**src/rtl/local_tx_port.sv**
```systemverilog
// rtl/local_tx_port.sv - NoC injection transmitter: packet request + payload to flit stream (define TX_STATS_EN for flit/stall counters)

package noc_params;
  localparam int MESH_SIZE_X       = 4;
  localparam int MESH_SIZE_Y       = 4;
  localparam int DEST_ADDR_SIZE_X  = $clog2(MESH_SIZE_X);
  localparam int DEST_ADDR_SIZE_Y  = $clog2(MESH_SIZE_Y);
  localparam int VC_NUM            = 2;
  localparam int VC_SIZE           = $clog2(VC_NUM);
  localparam int FLIT_DATA_SIZE    = 16;
  localparam int HEAD_PAYLOAD_SIZE = FLIT_DATA_SIZE - DEST_ADDR_SIZE_X - DEST_ADDR_SIZE_Y;

  typedef enum logic [1:0] {
    HEAD     = 2'b00,
    BODY     = 2'b01,
    TAIL     = 2'b10,
    HEADTAIL = 2'b11
  } flit_label_t;

  typedef struct packed {
    logic [DEST_ADDR_SIZE_X-1:0]  x_dest;
    logic [DEST_ADDR_SIZE_Y-1:0]  y_dest;
    logic [HEAD_PAYLOAD_SIZE-1:0] head_pl;
  } head_data_t;

  typedef union packed {
    head_data_t                head_data;
    logic [FLIT_DATA_SIZE-1:0] bt_pl;
  } flit_data_t;

  typedef struct packed {
    flit_label_t        flit_label;
    logic [VC_SIZE-1:0] vc_id;
    flit_data_t         data;
  } flit_t;
endpackage

module local_tx_port #(
  parameter int  MAX_PKT_LEN = 8,
  localparam int LEN_W       = $clog2(MAX_PKT_LEN) + 1
) (
  input  logic                                  clk,
  input  logic                                  rst,
  input  logic                                  pkt_valid_i,
  output logic                                  pkt_ready_o,
  input  logic [noc_params::DEST_ADDR_SIZE_X-1:0] x_dest_i,
  input  logic [noc_params::DEST_ADDR_SIZE_Y-1:0] y_dest_i,
  input  logic [LEN_W-1:0]                      pkt_len_i,
  input  logic [noc_params::FLIT_DATA_SIZE-1:0] payload_i,
  input  logic                                  payload_valid_i,
  output logic                                  payload_ready_o,
  input  logic [noc_params::VC_NUM-1:0]         on_off_i,
  input  logic [noc_params::VC_NUM-1:0]         vc_allocatable_i,
  output noc_params::flit_t                     data_o,
  output logic                                  valid_flit_o
`ifdef TX_STATS_EN
  ,
  output logic [31:0]                           flits_sent_o,
  output logic [31:0]                           stall_cycles_o
`endif
);

  localparam int VC_NUM  = noc_params::VC_NUM;
  localparam int VC_SIZE = noc_params::VC_SIZE;

  typedef enum logic [1:0] {IDLE, VC_SEL, HEAD, BODY} state_t;

  state_t                                  state_q, state_d;
  logic [noc_params::DEST_ADDR_SIZE_X-1:0] x_q;
  logic [noc_params::DEST_ADDR_SIZE_Y-1:0] y_q;
  logic [LEN_W-1:0]                        len_q;
  logic [LEN_W-1:0]                        rem_q, rem_d;
  logic [VC_SIZE-1:0]                      cur_vc_q, cur_vc_d;
  logic [VC_SIZE-1:0]                      rr_ptr_q, rr_ptr_d;
  logic                                    emit;
  noc_params::flit_t                       flit_d;
  logic                                    cur_on;
  logic                                    found;
  int                                      idx;

  // Flow control for the owned VC; only meaningful in HEAD/BODY.
  assign cur_on = on_off_i[cur_vc_q];

  // Next-state, VC arbitration and flit assembly for the current cycle.
  always_comb begin
    state_d         = state_q;
    rem_d           = rem_q;
    cur_vc_d        = cur_vc_q;
    rr_ptr_d        = rr_ptr_q;
    emit            = 1'b0;
    flit_d          = '0;
    pkt_ready_o     = 1'b0;
    payload_ready_o = 1'b0;
    found           = 1'b0;
    idx             = 0;
    case (state_q)
      IDLE: begin
        pkt_ready_o = 1'b1;
        if (pkt_valid_i) state_d = VC_SEL;
      end
      VC_SEL: begin
        // First allocatable-and-on VC at or after the round-robin pointer.
        for (int i = 0; i < VC_NUM; i++) begin
          idx = (int'(rr_ptr_q) + i) % VC_NUM;
          if (!found && vc_allocatable_i[idx] && on_off_i[idx]) begin
            found    = 1'b1;
            cur_vc_d = VC_SIZE'(idx);
            rr_ptr_d = VC_SIZE'((idx + 1) % VC_NUM);
          end
        end
        if (found) state_d = HEAD;
      end
      HEAD: begin
        if (cur_on) begin
          emit                         = 1'b1;
          flit_d.vc_id                 = cur_vc_q;
          flit_d.data.head_data.x_dest = x_q;
          flit_d.data.head_data.y_dest = y_q;
          if (len_q == LEN_W'(1)) begin
            flit_d.flit_label = noc_params::HEADTAIL;
            state_d           = IDLE;
          end else begin
            flit_d.flit_label = noc_params::HEAD;
            rem_d             = len_q - LEN_W'(1);
            state_d           = BODY;
          end
        end
      end
      BODY: begin
        if (payload_valid_i && cur_on) begin
          emit             = 1'b1;
          payload_ready_o  = 1'b1;
          flit_d.vc_id     = cur_vc_q;
          flit_d.data.bt_pl = payload_i;
          if (rem_q == LEN_W'(1)) begin
            flit_d.flit_label = noc_params::TAIL;
            state_d           = IDLE;
          end else begin
            flit_d.flit_label = noc_params::BODY;
          end
          rem_d = rem_q - LEN_W'(1);
        end
      end
      default: state_d = IDLE;
    endcase
  end

  // State, captured request fields and the registered flit output.
  always_ff @(posedge clk or posedge rst) begin
    if (rst) begin
      state_q      <= IDLE;
      x_q          <= '0;
      y_q          <= '0;
      len_q        <= '0;
      rem_q        <= '0;
      cur_vc_q     <= '0;
      rr_ptr_q     <= '0;
      data_o       <= '0;
      valid_flit_o <= 1'b0;
    end else begin
      state_q  <= state_d;
      rem_q    <= rem_d;
      cur_vc_q <= cur_vc_d;
      rr_ptr_q <= rr_ptr_d;
      if (state_q == IDLE && pkt_valid_i) begin
        x_q   <= x_dest_i;
        y_q   <= y_dest_i;
        // A zero length still produces a single HEADTAIL flit.
        len_q <= (pkt_len_i == '0) ? LEN_W'(1) : pkt_len_i;
      end
      data_o       <= flit_d;
      valid_flit_o <= emit;
    end
  end

`ifdef TX_STATS_EN
  // Free-running wrap-around counters of issued flits and flow-control stalls.
  always_ff @(posedge clk or posedge rst) begin
    if (rst) begin
      flits_sent_o   <= '0;
      stall_cycles_o <= '0;
    end else begin
      if (valid_flit_o) flits_sent_o <= flits_sent_o + 32'd1;
      if ((state_q == HEAD || state_q == BODY) && !cur_on)
        stall_cycles_o <= stall_cycles_o + 32'd1;
    end
  end
`endif

endmodule

```
**config.mk**
```make
export PLATFORM = sky130hd
export DESIGN_NAME = local_tx_port
export DESIGN_NICKNAME = d
export VERILOG_FILES = /design/src/rtl/local_tx_port.sv
export SDC_FILE = /design/constraint.sdc
export NUM_CORES = 1
export LEC_CHECK = 0
export BUFFER_PORTS_ARGS = -buffer_cell sky130_fd_sc_hd__clkbuf_2
export CAP_MARGIN = 0
export CORE_MARGIN = 4
export CORE_UTILIZATION = 25
export DETAILED_ROUTE_END_ITERATION = 6
export GPL_ROUTABILITY_DRIVEN = 1
export SLEW_MARGIN = 40
export SYNTH_ARGS = -nofsm -noshare
export SYNTH_HDL_FRONTEND = slang
export SYNTH_SLANG_ARGS = --single-unit
```
**constraint.sdc**
```tcl
create_clock -name clk -period 1.86 [get_ports clk]
set_clock_uncertainty 0.05 [all_clocks]
set_input_delay 0.279 -clock clk [delete_from_list [all_inputs] [get_ports clk]]
set_output_delay 0.279 -clock clk [all_outputs]
set_load 0.02 [all_outputs]
```
# Word-level counts from Yosys, hierarchy flattened
# Cells that the tools add are included.
dict set report word_totals {
  output_inout_bits 22
  reg_bits 36
  elab_cells 86
}
dict set report classes {
  add_sub_neg 4
  n_bitwise 1
  magnitude_cmp 3
  n_reduce_logical 13
  muxes 43
  eq_ne 11
}
# op n
set ops {}
lappend ops {{1-bit two-way mux} 24}
lappend ops {{19-bit two-way mux} 1}
lappend ops {{2-bit two-way mux} 8}
lappend ops {{4-bit two-way mux} 4}
lappend ops {{7-bit one-hot mux with 2 select lines} 1}
lappend ops {{12-bit two-way mux} 1}
lappend ops {{2-bit inequality test (second input constant)} 6}
lappend ops {{4-bit by 1-bit == test with 1-bit output (second input constant)} 2}
lappend ops {{2-bit one-hot mux with 4 select lines} 1}
lappend ops {{4-bit one-hot mux with 2 select lines} 1}
lappend ops {{4-bit by 1-bit subtractor with 4-bit output (second input constant)} 2}
lappend ops {{7-bit two-way mux} 1}
lappend ops {{1-bit logical AND} 5}
lappend ops {{5-bit AND reduction} 1}
lappend ops {{2-bit == test (second input constant)} 2}
lappend ops {{4-bit zero test} 1}
lappend ops {{1-bit by 2-bit less-than comparator with 1-bit output (second input constant)} 2}
lappend ops {{4-bit AND reduction} 1}
lappend ops {{2-bit nonzero test} 2}
lappend ops {{2-bit by 3-bit less-than comparator with 1-bit output (second input constant)} 1}
lappend ops {{1-bit adder (second input constant)} 2}
lappend ops {{2-bit by 1-bit == test with 1-bit output (second input constant)} 1}
lappend ops {{2-bit zero test} 1}
lappend ops {{1-bit one-hot mux with 2 select lines} 1}
lappend ops {{3 further kinds} 3}

# Longest topological paths before layout
dict set report depth {
  depth_word 12
  depth_mapped 6
  mapped_depth_nobuf 6
}

# Worst setup path before layout
# Ideal clock, no wire load.
dict set report synth_path {
  kind {flip-flop to flip-flop}
  start {reg len_q[1]}
  end {reg rem_q[0]}
  stages_incl_launch_ff 7
  t_required_ps 1686
  arrival_time_ps 1535
  path_slack_ps 151
  setup_time_ps 124
  n_path_buf 0
  path_cell_list {dfrtp_1 > inv_1 > ha_1 > or3b_4 > o2111ai_4 > nor3_1 > a211o_1}
}
dict set report synth_between {
  elab_chain_len 3
}
# element line_no
set synth_rtl {}
lappend synth_rtl {{from (decl)} 71} ;# logic [LEN_W-1:0] len_q;
lappend synth_rtl {{from (signal assigned)} 169} ;# len_q <= (pkt_len_i == '0) ? LEN_W'(1) : pkt_len_i;
lappend synth_rtl {{4-bit by 1-bit == test with 1-bit output} 119} ;# if (len_q == LEN_W'(1)) begin
lappend synth_rtl {{2-bit inequality test (no source line)} n/a}
lappend synth_rtl {{4-bit AND reduction (no source line)} n/a}
lappend synth_rtl {{to (signal assigned)} 162} ;# rem_q <= rem_d;
lappend synth_rtl {{to (decl)} 72} ;# logic [LEN_W-1:0] rem_q, rem_d;
# Every way passes these cells.
# A chain may end at the register's enable or synchronous reset.

# Worst setup path in the final report
# Same ends and word-level chain as after synthesis.

==> results.txt <==
buffer and inverter count on the worst path = 1
WL per Instance = 12.7 µm
die height = 88.1 µm
Die Wd = 88.1 µm
worst vdd ir = 0.435 mV
first-pass GRT wire length = 5.78 mm
status = finished clean
RSZ-0062 raised after global routing = false
cells along the critical path = inv_2 > ha_1 > or3b_4 > o2111ai_4 > nor3_1 > a211o_1
top cell type's share of synthesized area = 56.2%
r2r worst-path depth = 6
Iteration-0 DRC Markers = 55
Port Buffers = 53
Pleak = 1.08 nW
num rows = 28
DRT antenna net count = 0
r2r setup slk = 0.09 ns
Clock Path Buffers = 2
Worst R2R End = rem_q[0]$_DFFE_PP0P_
Critical Path AT = 1.90 ns
share of layout cells above drive strength 1 = 40.6%
starting density of the core = 26.5%
worst-path fanout max = 5
gr ovfl total = 0
IO Count = 54
Critical-path top delay cell = or3b_4
P&R area growth vs syn = 32.8%
Post-synth EDFFs = 0
fillers = 621
synthesized area per cell = 11.3 µm²
Rel. slew slack = 69.3%
Hold WC Path Type = input pin to async pin
drt pass-1 iters = 4
Mapped Cells = 142
max incr delay on CP = 0.40 ns
Tot Pwr = 0.00310 W
clock insertion delay at the later pin of the skew report = 0.29 ns
CTS sink cnt = 36
Final period util = 95.3%
clock root cell = clkbuf_8
Placer Congestion = 0.781
total of max-cap violations = 0
Num CTS Buffers = 5
main area contributors after synthesis = dfrtp_1 56%, mux2_2 5.6%, and2_1 5.1%
total number of vias = 1228
CTS tree = done
# diodes = 0
sequential area share after synthesis = 56.2%
Worst Max-Slew Pin Slew = 0.460 ns
final setup violation count = 0
Hold Fails Final Rpt = 0
Synth area leader = dfrtp_1
vias in the first global route = 1230
asr flop ratio synth = 100%
H-Tree Depth = 2
Period minus WS final = 1.77 ns
full die area = 7760 µm²
final net count = 243
Setup TNS = 0 ns
Worst path top cell family by delay = compound AO/OA/AOI/OAI gates
largest net degree at the start of global routing = 37
worst path required time = 1.98 ns
RR Startpoint = len_q[1]$_DFFE_PP0P_
critical path class = flip-flop to flip-flop
Setup crit start kind = flip-flop
PD cells = 1450 nW/µm²
Synth Flop Type = dfrtp_1
Mapped Nets = 179
core area = 6060 µm²
fmax = 0.564 GHz
Netlist cell types = 33
# DRC = 0
hpwl dp = 2.70 mm
Mapped Area = 1600 µm²
CP Capture Type = flip-flop
final wirelength = 3.57 mm
Seq cells post-synth = 36
Via density = 4.35
initial antenna violation count = 0
synth warn = 0
All-Layer GR Usage = 9.77%
Final Slew Violations = 0
Clock transition at path regs = 0.07 ns
cell usage in the layout (no fill, tap or decap), drive strengths merged, types with 2 or more instances in the layout:
| master | netlist | layout |
|---|---|---|
| a21oi | 9 | 9 |
| a22o | 5 | 5 |
| and2 | 13 | 13 |
| buf | 4 | 11 |
| clkbuf | 2 | 57 |
| dfrtp | 36 | 36 |
| ha | 5 | 5 |
| inv | 6 | 6 |
| mux2 | 8 | 8 |
| nand2 | 11 | 11 |
| nand2b | 2 | 2 |
| nor2 | 8 | 8 |
| nor3 | 4 | 4 |
| nor3b | 4 | 4 |
| o21ai | 9 | 9 |
sequential cells by signal, indices dropped and copies added (netlist names):
| name | count |
|---|---|
| rr_ptr_q | 1 |
| valid_flit_o | 1 |
| y_q | 2 |
| rem_q | 4 |
| data_o | 19 |
| len_q | 4 |
| state_q | 2 |
| x_q | 2 |
| cur_vc_q | 1 |
per-layer routing:
metal	vias up	global-route usage, %	share of wire, %
li1	619	-	-
met4	0	2.88	1.1
met2	33	14.8	45
met3	4	3.95	7.1
met1	572	12.9	46
met5	-	0	0
metrics by stage:
step	setup slack [ns]	area, µm²	std cells	hold WS (ns)	util [%]
6_report	0.0875	2130	282	0.00344	35.1
5_1_grt	0.00201	2130	282	0.0574	35.1
4_1_cts	0.0691	2110	280	0.0243	34.8
3_5_place_dp	0.0908	2000	272	0.342	32.9
3_3_place_gp	0.148	2000	272	0.342	32.9
2_1_floorplan	0.151	1600	142	0.346	-
final cells by class:
| cell class | instances | area, µm² | share of cell area [%] |
|---|---|---|---|
| Tap cell | 75 | 93.8 | 4.41 |
| Clock inverter | 3 | 42.5 | 2.00 |
| Timing Repair Buffer | 63 | 343 | 16.1 |
| Clock buffer | 5 | 68.8 | 3.23 |
| Sequential cell | 36 | 901 | 42.3 |
| Multi-Input combinational cell | 94 | 658 | 30.9 |
| Inverter | 6 | 22.5 | 1.06 |
cell families (layout without fill, tap and decap cells):
| family | Yosys count | after routing | synth area share [%] |
|---|---|---|---|
| xor+xnor | 2 | 2 | 1.09 |
| compound gates | 30 | 30 | 13.3 |
| flops | 36 | 36 | 56.2 |
| buf+inv | 12 | 77 | 3.04 |
| simple gates | 49 | 49 | 16.8 |
| mux | 8 | 8 | 5.62 |
| fa+ha+maj | 5 | 5 | 3.90 |
where the power goes:
| part | total [W] | switching [W] | internal, W |
|---|---|---|---|
| clock | 0.000686 | 0.000289 | 0.000397 |
| sequential | 0.00123 | 0.000212 | 0.00102 |
| combinational | 0.00118 | 0.000609 | 0.000567 |
| total | 0.00310 | 0.00111 | 0.00199 |
cell usage after synthesis, types with 2 or more instances:
cell and number:
nand2b_1 2, o21ai_0 9, ha_1 5, nor3b_1 4
nor2_1 7, clkbuf_1 2, mux2_2 8, and2_1 13
dfrtp_1 36, nor3_1 4, a22o_1 5, nand2_1 11
inv_1 6, a21oi_1 9, buf_2 3
worst min-delay path, stage by stage:
cell and delay [ns]:
clkbuf_2 0.08, inv_1 0.04, buf_4 0.39
how the worst max path moves through the flow:
| stage | from | cells past startpoint | endpoint | slack, ns |
|---|---|---|---|---|
| final | len_q[1]$_DFFE_PP0P_ | 6 | rem_q[0]$_DFFE_PP0P_ | 0.09 |
| after global routing | len_q[1]$_DFFE_PP0P_ | 6 | rem_q[0]$_DFFE_PP0P_ | 0.002 |
| after CTS | len_q[1]$_DFFE_PP0P_ | 6 | rem_q[0]$_DFFE_PP0P_ | 0.07 |
| after detailed placement | len_q[1]$_DFFE_PP0P_ | 6 | rem_q[0]$_DFFE_PP0P_ | 0.09 |
| after global placement | len_q[1]$_DFFE_PP0P_ | 6 | rem_q[0]$_DFFE_PP0P_ | 0.15 |
| after floorplan | len_q[1]$_DFFE_PP0P_ | 6 | rem_q[0]$_DFFE_PP0P_ | 0.15 |
what timing repair did:
action	4_1_cts	5_1_grt
endpoints found under the setup margin	0	3
hold buffers	0	0
gates resized for setup	0	4
buffers inserted	0	2
endpoints found under the hold margin	0	0
No activity file was read; power rests on OpenSTA's default activity.
